File: config.mk
export PLATFORM = sky130hd
export DESIGN_NAME = ni_inject_fifo_flat
export DESIGN_NICKNAME = d
export VERILOG_FILES = /design/src/rtl/ni_inject_fifo_if.sv /design/src/rtl/ni_inject_fifo.sv /design/src/flat_wrapper.sv
export SDC_FILE = /design/constraint.sdc
export NUM_CORES = 1
export LEC_CHECK = 0
export ABC_AREA = 1
export CAP_MARGIN = 20
export CORE_ASPECT_RATIO = 1.75
export CORE_MARGIN = 1.5
export CORE_UTILIZATION = 35
export CTS_CLUSTER_SIZE = 12
export DETAILED_ROUTE_END_ITERATION = 10
export SYNTH_ARGS = -nofsm -noshare
export SYNTH_HDL_FRONTEND = slang
export SYNTH_SLANG_ARGS = --single-unit
export TNS_END_PERCENT = 1
File: constraint.sdc
create_clock -name clk -period 4.25 [get_ports clk]
set_input_delay 0.85 -clock clk [delete_from_list [all_inputs] [get_ports clk]]
set_output_delay 0.85 -clock clk [all_outputs]
set_load 0.005 [all_outputs]
File: src/rtl/ni_inject_fifo_if.sv
// Flit handshake bundle between the source, the injection FIFO and the router port.
// slave is the FIFO's view; master is the surrounding environment's view.
interface ni_inject_fifo_if;
    logic [19:0] in_data;
    logic        in_valid;
    logic        src_en;
    logic [19:0] out_data;
    logic        out_valid;
    logic        out_ready;
    logic        out_head;
    logic        out_tail;

    modport slave (
        input  in_data, in_valid, out_ready,
        output src_en, out_data, out_valid, out_head, out_tail
    );

    modport master (
        output in_data, in_valid, out_ready,
        input  src_en, out_data, out_valid, out_head, out_tail
    );
endinterface

File: src/rtl/ni_inject_fifo.sv
// Injection FIFO: throttles a flit source via src_en, buffers flits and hands them
// to the router with head/tail tagging by position in a fixed-length packet.
module ni_inject_fifo #(
    parameter int DEPTH   = 32,
    parameter int PKT_LEN = 30,
    parameter int SKID    = 4
) (
    input  logic                       clk,
    input  logic                       RST,
    ni_inject_fifo_if.slave            bus,
    output logic [$clog2(DEPTH):0]     level,
    output logic [7:0]                 pkt_cnt,
    output logic                       overflow
);
    localparam int AW = $clog2(DEPTH);
    localparam int FW = $clog2(PKT_LEN);

    logic [19:0]   mem [DEPTH];
    logic [AW:0]   wp_q, wp_d, rp_q, rp_d;
    logic [FW-1:0] fidx_q, fidx_d;
    logic [7:0]    pkt_cnt_q, pkt_cnt_d;
    logic          ovf_q, ovf_d;
    logic          src_en_q, src_en_d;
    logic          empty, full, rd, wr, last_flit;
    logic [AW:0]   lvl_nxt;
    logic [AW+1:0] free_nxt;

    assign empty     = (wp_q == rp_q);
    assign full      = (wp_q[AW-1:0] == rp_q[AW-1:0]) && (wp_q[AW] != rp_q[AW]);
    assign rd        = !empty && bus.out_ready;
    // A read in the same cycle frees the slot, so a full FIFO can still accept.
    assign wr        = bus.in_valid && (!full || rd);
    assign last_flit = (fidx_q == FW'(PKT_LEN - 1));

    always_comb begin
        wp_d      = wr ? wp_q + 1'b1 : wp_q;
        rp_d      = rd ? rp_q + 1'b1 : rp_q;
        fidx_d    = fidx_q;
        pkt_cnt_d = pkt_cnt_q;
        ovf_d     = ovf_q || (bus.in_valid && full && !rd);
        if (rd) begin
            fidx_d = last_flit ? '0 : fidx_q + 1'b1;
            if (last_flit) pkt_cnt_d = pkt_cnt_q + 8'd1;
        end
        lvl_nxt  = wp_d - rp_d;
        free_nxt = (AW+2)'(DEPTH) - {1'b0, lvl_nxt};
        src_en_d = (free_nxt >= (AW+2)'(SKID));
    end

    always_ff @(posedge clk or negedge RST) begin
        if (!RST) begin
            wp_q      <= '0;
            rp_q      <= '0;
            fidx_q    <= '0;
            pkt_cnt_q <= '0;
            ovf_q     <= 1'b0;
            src_en_q  <= 1'b0;
        end else begin
            wp_q      <= wp_d;
            rp_q      <= rp_d;
            fidx_q    <= fidx_d;
            pkt_cnt_q <= pkt_cnt_d;
            ovf_q     <= ovf_d;
            src_en_q  <= src_en_d;
        end
    end

    // Storage is deliberately not reset; only the pointers define validity.
    always_ff @(posedge clk) begin
        if (wr) mem[wp_q[AW-1:0]] <= bus.in_data;
    end

    assign bus.src_en    = src_en_q;
    assign bus.out_valid = !empty;
    assign bus.out_data  = mem[rp_q[AW-1:0]];
    assign bus.out_head  = !empty && (fidx_q == '0);
    assign bus.out_tail  = !empty && last_flit;
    assign level         = wp_q - rp_q;
    assign pkt_cnt       = pkt_cnt_q;
    assign overflow      = ovf_q;
endmodule
File: src/flat_wrapper.sv
// flat-port wrapper written by rule: the top's interface ports become plain ports
module ni_inject_fifo_flat 
#(
    parameter int DEPTH   = 32,
    parameter int PKT_LEN = 30,
    parameter int SKID    = 4
)
  (clk, RST, level, pkt_cnt, overflow, bus_in_data, bus_in_valid, bus_out_ready, bus_src_en, bus_out_data, bus_out_valid, bus_out_head, bus_out_tail);
  ni_inject_fifo_if bus_i ();
  input  logic clk;
  input  logic RST;
  output logic [$clog2(DEPTH):0] level;
  output logic [7:0] pkt_cnt;
  output logic overflow;
  input wire logic [$bits(bus_i.in_data)-1:0] bus_in_data;
  input wire logic [$bits(bus_i.in_valid)-1:0] bus_in_valid;
  input wire logic [$bits(bus_i.out_ready)-1:0] bus_out_ready;
  output wire logic [$bits(bus_i.src_en)-1:0] bus_src_en;
  output wire logic [$bits(bus_i.out_data)-1:0] bus_out_data;
  output wire logic [$bits(bus_i.out_valid)-1:0] bus_out_valid;
  output wire logic [$bits(bus_i.out_head)-1:0] bus_out_head;
  output wire logic [$bits(bus_i.out_tail)-1:0] bus_out_tail;
  assign bus_i.in_data = bus_in_data;
  assign bus_i.in_valid = bus_in_valid;
  assign bus_i.out_ready = bus_out_ready;
  assign bus_src_en = bus_i.src_en;
  assign bus_out_data = bus_i.out_data;
  assign bus_out_valid = bus_i.out_valid;
  assign bus_out_head = bus_i.out_head;
  assign bus_out_tail = bus_i.out_tail;
  ni_inject_fifo #(.DEPTH(DEPTH), .PKT_LEN(PKT_LEN), .SKID(SKID)) u_core (.clk(clk), .RST(RST), .bus(bus_i), .level(level), .pkt_cnt(pkt_cnt), .overflow(overflow));
endmodule
==> Word level (Yosys, flattened, before mapping) <==
Memory sizes are Yosys's and may differ from the RTL's.
Cells that the tools add are included.
{ "word_totals": {"ff_bits": 27, "mem_bits_rw": 640, "inputBits": 24, "out_inout_bits": 39, "elab_cells": 38, "mem_count": 1} }
{ "mem_list": {"columns": ["name", "words", "width", "read_ports", "rd_clocked_by_memory_dff", "write_ports", "line_no", "rtl"], "rows": [
  ["u_core.mem", 32, 20, 1, 0, 1, "ni_inject_fifo.sv:18", "logic [19:0] mem [DEPTH];"]
]} }
{ "classes": {"n_addsub": 7, "n_lt_le_gt_ge": 1, "n_eq_ne": 4, "n_mux": 5, "n_reduce_logical": 14} }
{ "op_table": {"columns": ["cell", "count"], "rows": [
  ["adder 6 x 1 -> 6 bit (second input constant)", 2],
  ["two-way mux 6 bit", 2],
  ["subtractor 6 bit", 2],
  ["adder 8 x 1 -> 8 bit (second input constant)", 1],
  [">= comparator 7 x 3 -> 1 bit (second input constant)", 1],
  ["logical AND 1 bit", 7],
  ["subtractor 6 x 6 -> 7 bit (first input constant)", 1],
  ["equality test 6 bit", 1],
  ["adder 5 x 1 -> 5 bit (second input constant)", 1],
  ["equality test 5 bit", 1],
  ["equality test 5 bit (second input constant)", 1],
  ["zero test 5 bit", 1],
  ["two-way mux 5 bit", 1],
  ["zero test 1 bit", 3],
  ["logical OR 1 bit", 2],
  ["two-way mux 1 bit", 2],
  ["AND reduction 2 bit", 1],
  ["!= test 1 bit", 1]
]} }

==> Depth between registers and ports, before layout <==
{ "logic_depth": {"depth_word": 9, "ltp_mapped": 26} }

==> Worst setup path after synthesis <==
Ideal clock, no wire load.
{ "synth_timing": {"kind": "register -> register", "from": "reg u_core.rp_q[2]", "to": "mem u_core.mem[3][0] (enable)", "setup_ns": 0.422, "t_arrival_ns": 2.961, "t_required_ns": 3.828, "slack_ns": 0.867, "stages_incl_launch_ff": 11, "synth_period_minus_slack_ns": 3.383, "path_cell_list": "dfrtp_1 > buf_2 > inv_1 > buf_2 > buf_2 > ha_1 > nand2_2 > nor2_4 > nand3_2 > nand2_4 > nor3_1"} }
{ "synth_via": {"elab_chain_len": 7} }
{ "synth_rtl": {"columns": ["element", "line_no", "rtl"], "rows": [
  ["from (decl)", "ni_inject_fifo.sv:19", "logic [AW:0] wp_q, wp_d, rp_q, rp_d;"],
  ["from (signal assigned)", "ni_inject_fifo.sv:60", "rp_q <= rp_d;"],
  ["equality test 6 bit / equality test 5 bit (equally long branches)", "ni_inject_fifo.sv:28, ni_inject_fifo.sv:29", null],
  ["zero test 1 bit / logical AND 1 bit (equally long branches)", "ni_inject_fifo.sv:30, ni_inject_fifo.sv:29", null],
  ["logical AND 1 bit / zero test 1 bit (equally long branches)", "ni_inject_fifo.sv:30, ni_inject_fifo.sv:32", null],
  ["logical OR 1 bit (*)", "ni_inject_fifo.sv:32", "assign wr = bus.in_valid && (!full || rd);"],
  ["logical AND 1 bit (*)", "ni_inject_fifo.sv:32", null],
  ["two-way mux 1 bit (*)", "ni_inject_fifo.sv:70", "if (wr) mem[wp_q[AW-1:0]] <= bus.in_data;"],
  ["two-way mux 1 bit (implied by the code) (*)", "ni_inject_fifo.sv:70", null],
  ["to (decl)", "ni_inject_fifo.sv:18", null]
]} }
Every way passes the cells marked *; elsewhere a longest branch is shown, timed or not.

==> Worst setup path in the final report <==
{ "layout_timing": {"from": "reg u_core.rp_q[0]", "to": "out bus_out_data[17]"} }
{ "layout_via": {"elab_chain_len": 1} }
{ "layout_rtl": {"columns": ["element", "line_no", "rtl"], "rows": [
  ["memory read (32 x 20 bit)", null, null],
  ["to (decl)", "flat_wrapper.sv:19", "output wire logic [$bits(bus_i.out_data)-1:0] bus_out_data;"]
]} }
No other way between the ends.

==> key figures <==
Status
  – Run status: completed

Worst setup path
  – Worst r2r dst: u_core.bus.src_en
  – Element type at the critical path start: flop
  – Critical Path Sink Type: primary output
  – Buffers and inverters on the worst path: 3
  – Number of cells on the worst reg-to-reg path: 22
  – Highest fanout seen on the critical path: 63
  – Worst endpoint data arrival time: 3.36 ns
  – Required time at the endpoint of the critical path: 3.40 ns
  – Top Family by Delay on Critical Path: buffers and inverters
  – Crit Path Category: flop to primary output
  – Setup slack of the most critical reg-to-reg path: 0.70 ns
  – Reg-to-Reg Start: u_core.rp_q[0]
  – Slowest stage delay, CP: 0.60 ns
  – Cell with the biggest individual delay on the critical path: sky130_fd_sc_hd__clkdlybuf4s50_1
  – List of cells traversed by the critical path: buf_4 -> buf_12 -> nand2_1 -> nand2_1 -> a21oi_1 -> o211ai_1 -> nand3_1 -> o211ai_1 -> clkdlybuf4s50_1

Die
  – Area of the core region: 0.07645 mm²
  – Die area: 0.07908 mm²
  – Number of core rows: 134
  – Starting utilization of the core area: 0.3541
  – IO Pins: 63
  – Chip Height: 370.9 µm
  – Overall die width: 213.2 µm

Min path
  – Worst min-delay path startpoint: u_core.pkt_cnt[7]
  – Path category of the worst min-delay check: flop to flop
  – WHS Endpoint: u_core.pkt_cnt[7]
  – Worst hold stages: 1

Global routing
  – Overall fraction of global-route tracks in use: 0.1941
  – First-pass GRT wire length: 110800 µm
  – Initial antenna violation count: 5
  – Pin count of the biggest net entering global routing: 99
  – Final global-route overflow total: 0
  – Via count of the first global-routing pass: 16920

Clock network
  – Cell chosen for the clock root: sky130_fd_sc_hd__clkbuf_16
  – Clock tree from TritonCTS: built
  – Number of CTS-inserted buffers: 67
  – Buffer depth of the longest clock path: 3
  – Hold buffers post-CTS: 0
  – Post-CTS clock slew at the launch and capture registers of the worst setup and hold paths: 0.06 ns
  – # H-tree levels: 3
  – Clk_lat worst skew: 0.64 ns
  – Sink count of the clock tree: 667

Synthesis
  – Number of nets produced by synthesis: 2053
  – Yosys top cell by area: sky130_fd_sc_hd__edfxtp_1
  – Number of synthesized flops with an enable pin: 640
  – Area share of the largest cell type after synthesis: 0.7100
  – Count of synthesis-stage warnings from yosys: 0
  – Most instantiated flip-flop cell in the synthesis netlist: sky130_fd_sc_hd__edfxtp_1
  – Post-synthesis instance area: 0.02707 mm²
  – Unique cell type count in the Yosys netlist: 36
  – Share of synthesized flip-flops with an asynchronous set or reset: 0.04048
  – Sequential element share of the synthesized area: 0.7349
  – FF+latch count, synth: 667
  – Synth area leaders: sky130_fd_sc_hd__edfxtp_1 71%, sky130_fd_sc_hd__o21ai_0 4.4%, sky130_fd_sc_hd__nor2_1 3.9%
  – Average footprint of a synthesized cell: 13.48 µm²
  – Gate count of the mapped netlist: 2008

Timing
  – Setup Skew: 0.02209 ns
  – Final critical path time including I/O delays and setup: 4.212 ns
  – Fin. max-slew vios: 0
  – Final number of setup-violating endpoints: 0
  – Final Hold Fails: 0
  – Setup repair after global routing missed its margin: yes
  – Actual transition at the worst max-transition pin: 0.8962 ns
  – Worst slew margin relative to its limit: 0.4006
  – Maximum operating frequency: 237.4 MHz
  – Final cycle utilization of the critical path: 0.9910
  – Hold_ws: 0.4843 ns

Routing
  – DR DRC count: 0
  – Detailed-router iteration count before antenna repair: 5
  – Vias after detailed routing: 17230
  – Wire length per cell: 24.42 µm
  – DRC violation total after the first TritonRoute iteration: 1490
  – Number of routed nets with antenna violations: 0
  – DR vias/cell: 5.422
  – Final WL: 77590 µm

Place
  – Weighted congestion at the end of routability-driven global placement: 0.8645
  – Post-Place Cell Area: 0.02941 mm²
  – Number of buffers inserted by port buffering: 62
  – HPWL Detailed: 46670 µm
  – Placed Cells incl. Taps: 3072

Pwr
  – Total power draw: 22.35 mW
  – Leakage power figure: 10.68 nW
  – Power density relative to cell area: 707.1 mW/mm²
  – Worst voltage drop across the vdd grid: 450.6 µV

Flow run
  – Max-capacitance violation count: 0

Layout
  – Summed area of non-filler cells in the final layout: 0.03161 mm²
  – Share of final-layout standard cells stronger than drive strength 1: 0.1270
  – Commonest cells after routing, fill and taps aside: 640 x sky130_fd_sc_hd__edfxtp_1, 251 x sky130_fd_sc_hd__nor2_1, 238 x sky130_fd_sc_hd__o21ai_0, 222 x sky130_fd_sc_hd__nand2_1, 116 x sky130_fd_sc_hd__o22ai_1
  – End-of-flow core utilization: 0.4134
  – Most frequent standard cell in the layout excluding fill and tap cells: sky130_fd_sc_hd__edfxtp_1
  – Post-layout net count: 2180
  – Number of inserted diodes: 0
  – Syn-to-layout area delta: 16.76%
  – Post-layout instance count excluding filler cells: 3178
[registers in the layout (all words and copies together), names as in the netlist]
| signal | flops |
|---|---|
| u_core.mem | 640 |
| u_core.bus.src_en | 1 |
| u_core.overflow | 1 |
| u_core.rp_q | 6 |
| u_core.pkt_cnt | 8 |
| u_core.wp_q | 6 |
| u_core.fidx_q | 5 |
[repair_timing]
item                       4_1_cts  5_1_grt
pin swaps                        0        1
setup endpoints to repair       19       16
cloned                           0        4
resized for setup                7        8
buffers inserted                 4        3
[area by class of cell]
class                      instances  area (µm²)
sequential                       667       19900
fill                            7020       44850
timing repair inverter             1       11.26
tap                             1020        1276
multi-input combinational       1170        6399
clock inverter                     9       85.08
clock buffer                      83        1810
inverter                          48       207.7
timing repair buffer             180        1916
[per-stage QoR]
stage | TNS, ns | setup WS (ns)
after floorplan | 0 | 0.8669
after global placement | 0 | 0.4521
after detailed placement | 0 | 0.4482
after CTS | -0.01272 | -0.01272
after global routing | -0.03147 | -0.02620
final | 0 | 0.03843
[per-layer routing]
layer | track usage | up-vias | routed length, µm
met1 | 0.2279 | 8725 | 29040
met5 | 0 | - | 56
met2 | 0.3375 | 686 | 39720
met3 | 0.02819 | 169 | 4621
met4 | 0.1100 | 8 | 4156
li1 | - | 7644 | -
[power breakdown]
part,internal (mW),switching [mW]
logic,3.22,5.76
registers,7.71,0.225
clock network,2.99,2.43
total,13.9,8.42
[cells by family after synthesis]
group | Yosys count | share of synthesized area
adders and majority gates | 21 | 0.01026
muxes | 76 | 0.02884
DFF | 667 | 0.7349
buffers and inverters | 171 | 0.03259
xor gates and xnor gates | 22 | 0.007118
and+or+nand+nor | 566 | 0.08449
AOI/OAI and AO/OA | 485 | 0.1018
[synthesized netlist by cell type, drive strengths merged (7+ instances only)]
| cell | n |
|---|---|
| edfxtp | 640 |
| nor2 | 285 |
| o21ai | 250 |
| nand2 | 231 |
| o22ai | 116 |
| buf | 70 |
| o211ai | 65 |
| mux2i | 60 |
| clkbuf | 53 |
| a21oi | 48 |
| inv | 48 |
| nand3 | 37 |
| dfrtp | 27 |
| ha | 19 |
| mux2 | 16 |
| xor2 | 15 |
| xnor2 | 7 |
[worst max-delay path by stage]
| stage | startpoint | depth (start not counted) | slack, ns | endpoint |
|---|---|---|---|---|
| after floorplan | u_core.rp_q[2] | 10 | 0.87 | u_core.mem[3][0] |
| after global placement | u_core.rp_q[0] | 9 | 0.45 | bus_out_data[17] |
| after detailed placement | u_core.rp_q[0] | 9 | 0.45 | bus_out_data[17] |
| after CTS | u_core.rp_q[0] | 9 | -0.01 | bus_out_data[16] |
| after global routing | u_core.rp_q[0] | 9 | -0.03 | bus_out_data[17] |
| final | u_core.rp_q[0] | 9 | 0.04 | bus_out_data[17] |
(Power assumes the default switching activity.)
